<file path="src/rtl/sram_data_port.sv">
// Serves 32-bit MEM-stage loads/stores as two 16-bit phases on an asynchronous SRAM.
// Optional out-of-range detection (addr_err output) is enabled by defining SRAM_ADDR_CHECK_EN.
module sram_data_port #(
  parameter logic [31:0] BASE_ADDR   = 32'd1024,
  parameter int          SRAM_ADDR_W = 18,
  parameter int          WAIT_CYCLES = 2
) (
  input  logic                   clk,
  input  logic                   rst,
  input  logic                   mem_r_en,
  input  logic                   mem_w_en,
  input  logic [31:0]            addr,
  input  logic [31:0]            wdata,
  output logic [31:0]            rdata,
  output logic                   ready,
  output logic [SRAM_ADDR_W-1:0] sram_addr,
  output logic [15:0]            sram_dq_out,
  input  logic [15:0]            sram_dq_in,
  output logic                   sram_dq_oe,
  output logic                   sram_we_n,
  output logic                   sram_oe_n,
`ifdef SRAM_ADDR_CHECK_EN
  output logic                   sram_ce_n,
  output logic                   addr_err
`else
  output logic                   sram_ce_n
`endif
);

  localparam logic [1:0] S_IDLE = 2'd0;
  localparam logic [1:0] S_LO   = 2'd1;
  localparam logic [1:0] S_HI   = 2'd2;
  localparam logic [1:0] S_DONE = 2'd3;
  localparam int         WORD_W = SRAM_ADDR_W - 1;
  localparam logic [3:0] LAST   = 4'(WAIT_CYCLES - 1);

  logic [1:0]        r_state;
  logic [3:0]        r_cnt;
  logic [WORD_W-1:0] r_word;
  logic [31:0]       r_wdata;
  logic [31:0]       r_rdata;
  logic              r_op_wr;

  logic              w_req;
  logic              w_phase;
  logic              w_last;
  logic [WORD_W-1:0] w_word;

  assign w_req   = mem_r_en | mem_w_en;
  assign w_phase = (r_state == S_LO) || (r_state == S_HI);
  assign w_last  = (r_cnt == LAST);
  // Offset from the window base, in words; wraps modulo the SRAM capacity.
  assign w_word  = WORD_W'((addr - BASE_ADDR) >> 2);

`ifdef SRAM_ADDR_CHECK_EN
  localparam logic [32:0] LIMIT = {1'b0, BASE_ADDR} + (33'd1 << (SRAM_ADDR_W + 1));
  logic r_err;
  logic w_err;
  assign w_err    = (addr < BASE_ADDR) || ({1'b0, addr} >= LIMIT);
  assign addr_err = r_err;
`endif

  always_ff @(posedge clk or posedge rst) begin
    if (rst) begin
      r_state <= S_IDLE;
      r_cnt   <= 4'd0;
      r_word  <= '0;
      r_wdata <= 32'd0;
      r_rdata <= 32'd0;
      r_op_wr <= 1'b0;
`ifdef SRAM_ADDR_CHECK_EN
      r_err   <= 1'b0;
`endif
    end else begin
      case (r_state)
        S_IDLE: begin
          if (w_req) begin
            r_word  <= w_word;
            r_wdata <= wdata;
            r_op_wr <= mem_w_en;
            r_cnt   <= 4'd0;
`ifdef SRAM_ADDR_CHECK_EN
            if (w_err) begin
              r_state <= S_DONE;
              r_err   <= 1'b1;
              if (!mem_w_en) r_rdata <= 32'd0;
            end else begin
              r_state <= S_LO;
            end
`else
            r_state <= S_LO;
`endif
          end
        end
        S_LO, S_HI: begin
          if (w_last) begin
            r_cnt <= 4'd0;
            if (!r_op_wr) begin
              if (r_state == S_LO) r_rdata[15:0]  <= sram_dq_in;
              else                 r_rdata[31:16] <= sram_dq_in;
            end
            r_state <= (r_state == S_LO) ? S_HI : S_DONE;
          end else begin
            r_cnt <= r_cnt + 4'd1;
          end
        end
        default: begin
          // Pipeline advances on this edge; the lingering request is not re-sampled.
          r_state <= S_IDLE;
`ifdef SRAM_ADDR_CHECK_EN
          r_err   <= 1'b0;
`endif
        end
      endcase
    end
  end

  assign ready       = (r_state == S_IDLE) ? ~w_req : (r_state == S_DONE);
  assign rdata       = r_rdata;
  assign sram_addr   = {r_word, (r_state == S_HI)};
  assign sram_ce_n   = ~w_phase;
  assign sram_we_n   = ~(w_phase & r_op_wr);
  assign sram_oe_n   = ~(w_phase & ~r_op_wr);
  assign sram_dq_oe  = w_phase & r_op_wr;
  assign sram_dq_out = !(w_phase && r_op_wr) ? 16'h0000 :
                       (r_state == S_HI) ? r_wdata[31:16] : r_wdata[15:0];

endmodule

</file>
<file path="config.mk">
export PLATFORM = sky130hd
export DESIGN_NAME = sram_data_port
export DESIGN_NICKNAME = d
export VERILOG_FILES = /design/src/rtl/sram_data_port.sv
export SDC_FILE = /design/constraint.sdc
export NUM_CORES = 1
export LEC_CHECK = 0
export CAP_MARGIN = 10
export CELL_PAD_IN_SITES_DETAIL_PLACEMENT = 1
export CELL_PAD_IN_SITES_GLOBAL_PLACEMENT = 2
export CORE_MARGIN = 4
export CORE_UTILIZATION = 37
export DETAILED_ROUTE_END_ITERATION = 16
export DONT_BUFFER_PORTS = 1
export PLACE_DENSITY_LB_ADDON = 0.1
export SYNTH_ARGS = -nofsm -noshare
export SYNTH_HDL_FRONTEND = slang
export SYNTH_SLANG_ARGS = --single-unit
</file>
<file path="constraint.sdc">
create_clock -name clk -period 3.3 [get_ports clk]
set_input_delay 0.33 -clock clk [delete_from_list [all_inputs] [get_ports clk]]
set_output_delay 0.33 -clock clk [all_outputs]
set_load 0.03 [all_outputs]
</file>
==> results.py <==
metrics = {
    "synth": {
        "synth.ff_latch_count": 88,
        "synth-compound-area-share": 0.0415,
        "synth_xor_area_frac": 0.00224,
        "syn_area_per_cell_um2": 10.4,
        "yosysSeqAreaShare": 0.562,
        "yosys.area_share.simple": 0.188,
        "ys.warnings.count": 0,
        "syn_area_um2": 3920,
        "synth_top_family_by_area": "simple AND/OR/NAND/NOR gates",
        "synth_fa_ha_area_frac": 0.0288,
        "postSynthCellCount": 376,
        "yosysUniqueCellTypes": 33,
        "synth_fp_nets": 469,
        "synth_mux_area_frac": 0.143,
    },
    "global_routing": {
        "grt_pass1_vias": 2995,
        "grt_pass1_wl_mm": 16.0,
        "use_met2": 0.264,
        "grt_util_met1": 0.197,
        "antenna_found_initial": 0,
        "grt_max_degree": 55,
        "busiest_layer": "met2",
        "grt-ovfl-total": 0,
        "grt_util_met3": 0.0748,
        "grt_usage": 0.162,
    },
    "floorplan": {
        "rows": 37,
        "ios": 155,
        "die_w_um": 111,
        "die_area_um2": 12300,
        "coreArea_um2": 10300,
        "die_y_um": 111,
        "start_util": 0.379,
    },
    "pwr": {
        "irDropWorstVdd_v": 0.000380,
        "p_leak_nw": 2.13,
        "p_per_area_nw_per_um2": 1210,
    },
    "flow_run": {
        "maxCapViolations": 0,
    },
    "sta": {
        "rsz0062_at_grt": "false",
        "fmax_ghz": 0.377,
        "setup_tns_ns": 0,
        "setup_viol": 0,
        "finalHoldViolCount": 0,
        "period_minus_slack_ns": 2.66,
        "worstMarginPinSlew_ns": 0.864,
        "relSlewSlack": 0.424,
        "maxSlewViolCount": 0,
        "finalCritPeriodShare": 0.805,
        "skew_ns": 0.0125,
        "worst_slack_ns": 0.644,
    },
    "detailed_routing": {
        "drtIter0Drc": 128,
        "drc_errors": 0,
        "routedWlPerCell_um": 18.3,
        "drt.antenna.violating_nets": 0,
        "vias": 2674,
        "drt_pass1_iterations": 4,
        "drt-total-wl_mm": 9.61,
        "via_per_inst": 5.08,
    },
    "clock_network": {
        "cts_buffers": 9,
        "h-tree-depth": 3,
        "post_cts.repair.setup_buffers": 0,
        "clock_latency_ns": 0.36,
        "clockBufferDepth": 2,
        "cts_resized": 0,
        "holdBufCountCts": 1,
        "clk_pin_slew_worst_paths_ns": 0.09,
        "cts_tree": "done",
        "clkSinkCount": 88,
        "clockRootBuffer": "clkbuf_8",
    },
    "placement": {
        "dp.cells": 509,
        "portBuffers": 0,
        "placed_area_um2": 4130,
        "gp_congestion": 0.714,
        "post-place-ws_ns": 0.654,
        "hpwl_mm": 6.76,
    },
    "critical_path": {
        "cp.arrival_ns": 2.89,
        "path_class": "flip-flop to flip-flop",
        "worst_setup_path_end_kind": "flip-flop",
        "cp_max_fo": 16,
        "start_kind": "flip-flop",
        "required_ns": 3.53,
    },
    "final_layout": {
        "postLayoutCellArea_um2": 4390,
        "syn2layout_area_growth_pct": 12.1,
        "fill_cells": 1159,
        "antenna_cells": 0,
        "layout-drive-gt1-share": 0.179,
        "final_cell_mix": "nand2_1 (128), dfrtp_1 (88), nor2_1 (22), mux2_2 (22), mux2i_1 (16)",
        "stdcell_count": 526,
        "nets": 478,
        "final_common_cell": "nand2_1",
    },
    "min_path": {
        "hold_class": "input pin to flip-flop",
    },
    "run_status": {
        "run_status": "completed",
    },
}
registers in the layout, summed over array words and instances (netlist names):
register	flops
r_wdata	32
rdata	32
r_word	17
r_cnt	4
r_state	2
r_op_wr	1
metrics by stage:
step           total power [W]  hold slack (ns)  utilization
2_1_floorplan          0.00391            0.435            -
3_3_place_gp           0.00436            0.357        0.400
3_5_place_dp           0.00445            0.360        0.400
4_1_cts                0.00540           0.0536        0.425
5_1_grt                0.00569           0.0457        0.425
6_report               0.00530           0.0701        0.425
Yosys cell counts:
library cell / instances / area share
a21o_1: 1 / 0.0019
a21oi_1: 2 / 0.0026
a31oi_1: 6 / 0.0096
and2_1: 1 / 0.0016
buf_12: 1 / 0.0051
buf_2: 2 / 0.0026
buf_4: 1 / 0.0019
buf_6: 1 / 0.0029
clkbuf_1: 13 / 0.012
dfrtp_1: 88 / 0.56
ha_1: 9 / 0.029
inv_1: 10 / 0.0096
mux2_2: 22 / 0.063
mux2_4: 10 / 0.038
mux2i_1: 16 / 0.041
nand2_1: 128 / 0.12
nand2b_1: 5 / 0.0080
nand3_1: 3 / 0.0038
nor2_1: 22 / 0.021
nor2b_1: 1 / 0.0016
nor3_2: 1 / 0.0026
nor3b_1: 2 / 0.0038
o21a_1: 1 / 0.0019
o21ai_0: 12 / 0.015
o22a_1: 1 / 0.0022
o31ai_1: 3 / 0.0058
o32ai_1: 1 / 0.0022
or2_2: 1 / 0.0016
or3_1: 5 / 0.0080
or3b_4: 1 / 0.0029
or4_1: 4 / 0.0077
or4b_2: 1 / 0.0026
xnor2_1: 1 / 0.0022
report_power, final:
part | internal, W | leakage, nW | switching, W
sequential | 0.00160 | 1.07 | 0.000953
combinational | 0.000708 | 0.937 | 0.00112
clock | 0.000528 | 0.123 | 0.000399
cell families after synthesis:
family,count (synthesis)
multiplexers,48
AND/OR/NAND/NOR,175
flip-flops,88
AO/OA/AOI/OAI,27
XOR/XNOR,1
buffers and inverters,28
adder cells (fa/ha/maj),9
critical path, cell delays in order, from the launching register on:
cell	delay [ns]
dfrtp_1	0.44
inv_1	0.13
ha_1	0.45
nand2b_1	0.31
or3_1	0.77
mux2_4	0.44
worst paths after layout:
| kind | from | cells past startpoint | endpoint | slack [ns] |
|---|---|---|---|---|
| worst max-delay path | r_state[0] | 5 | rdata[1] | 0.64 |
| worst min-delay path | addr[10] | 1 | r_word[8] | 0.07 |
| worst max register to register | r_state[0] | 5 | rdata[1] | 0.64 |
| worst min register to register | r_wdata[28] | 2 | r_wdata[28] | 0.48 |
| max in group asynchronous | rst | 3 | r_wdata[2] | 1.99 |
| min in group asynchronous | rst | 2 | rdata[24] | 0.57 |
layer usage:
metal  vias up  part of all wire
li1       1239                 -
met4         0            0.0087
met3         6             0.095
met5         -                 0
met1      1324              0.43
met2       105              0.46
layout make-up:
cell class | count | area [µm²] | area share
Multi-Input combinational cell | 260 | 1590 | 0.362
Inverter | 10 | 40.0 | 0.00912
Clock inverter | 6 | 115 | 0.0262
Timing Repair Buffer | 16 | 135 | 0.0308
Clock buffer | 10 | 138 | 0.0313
Sequential cell | 88 | 2200 | 0.502
Tap cell | 136 | 170 | 0.0388
Power figures use the tool's default switching activity.
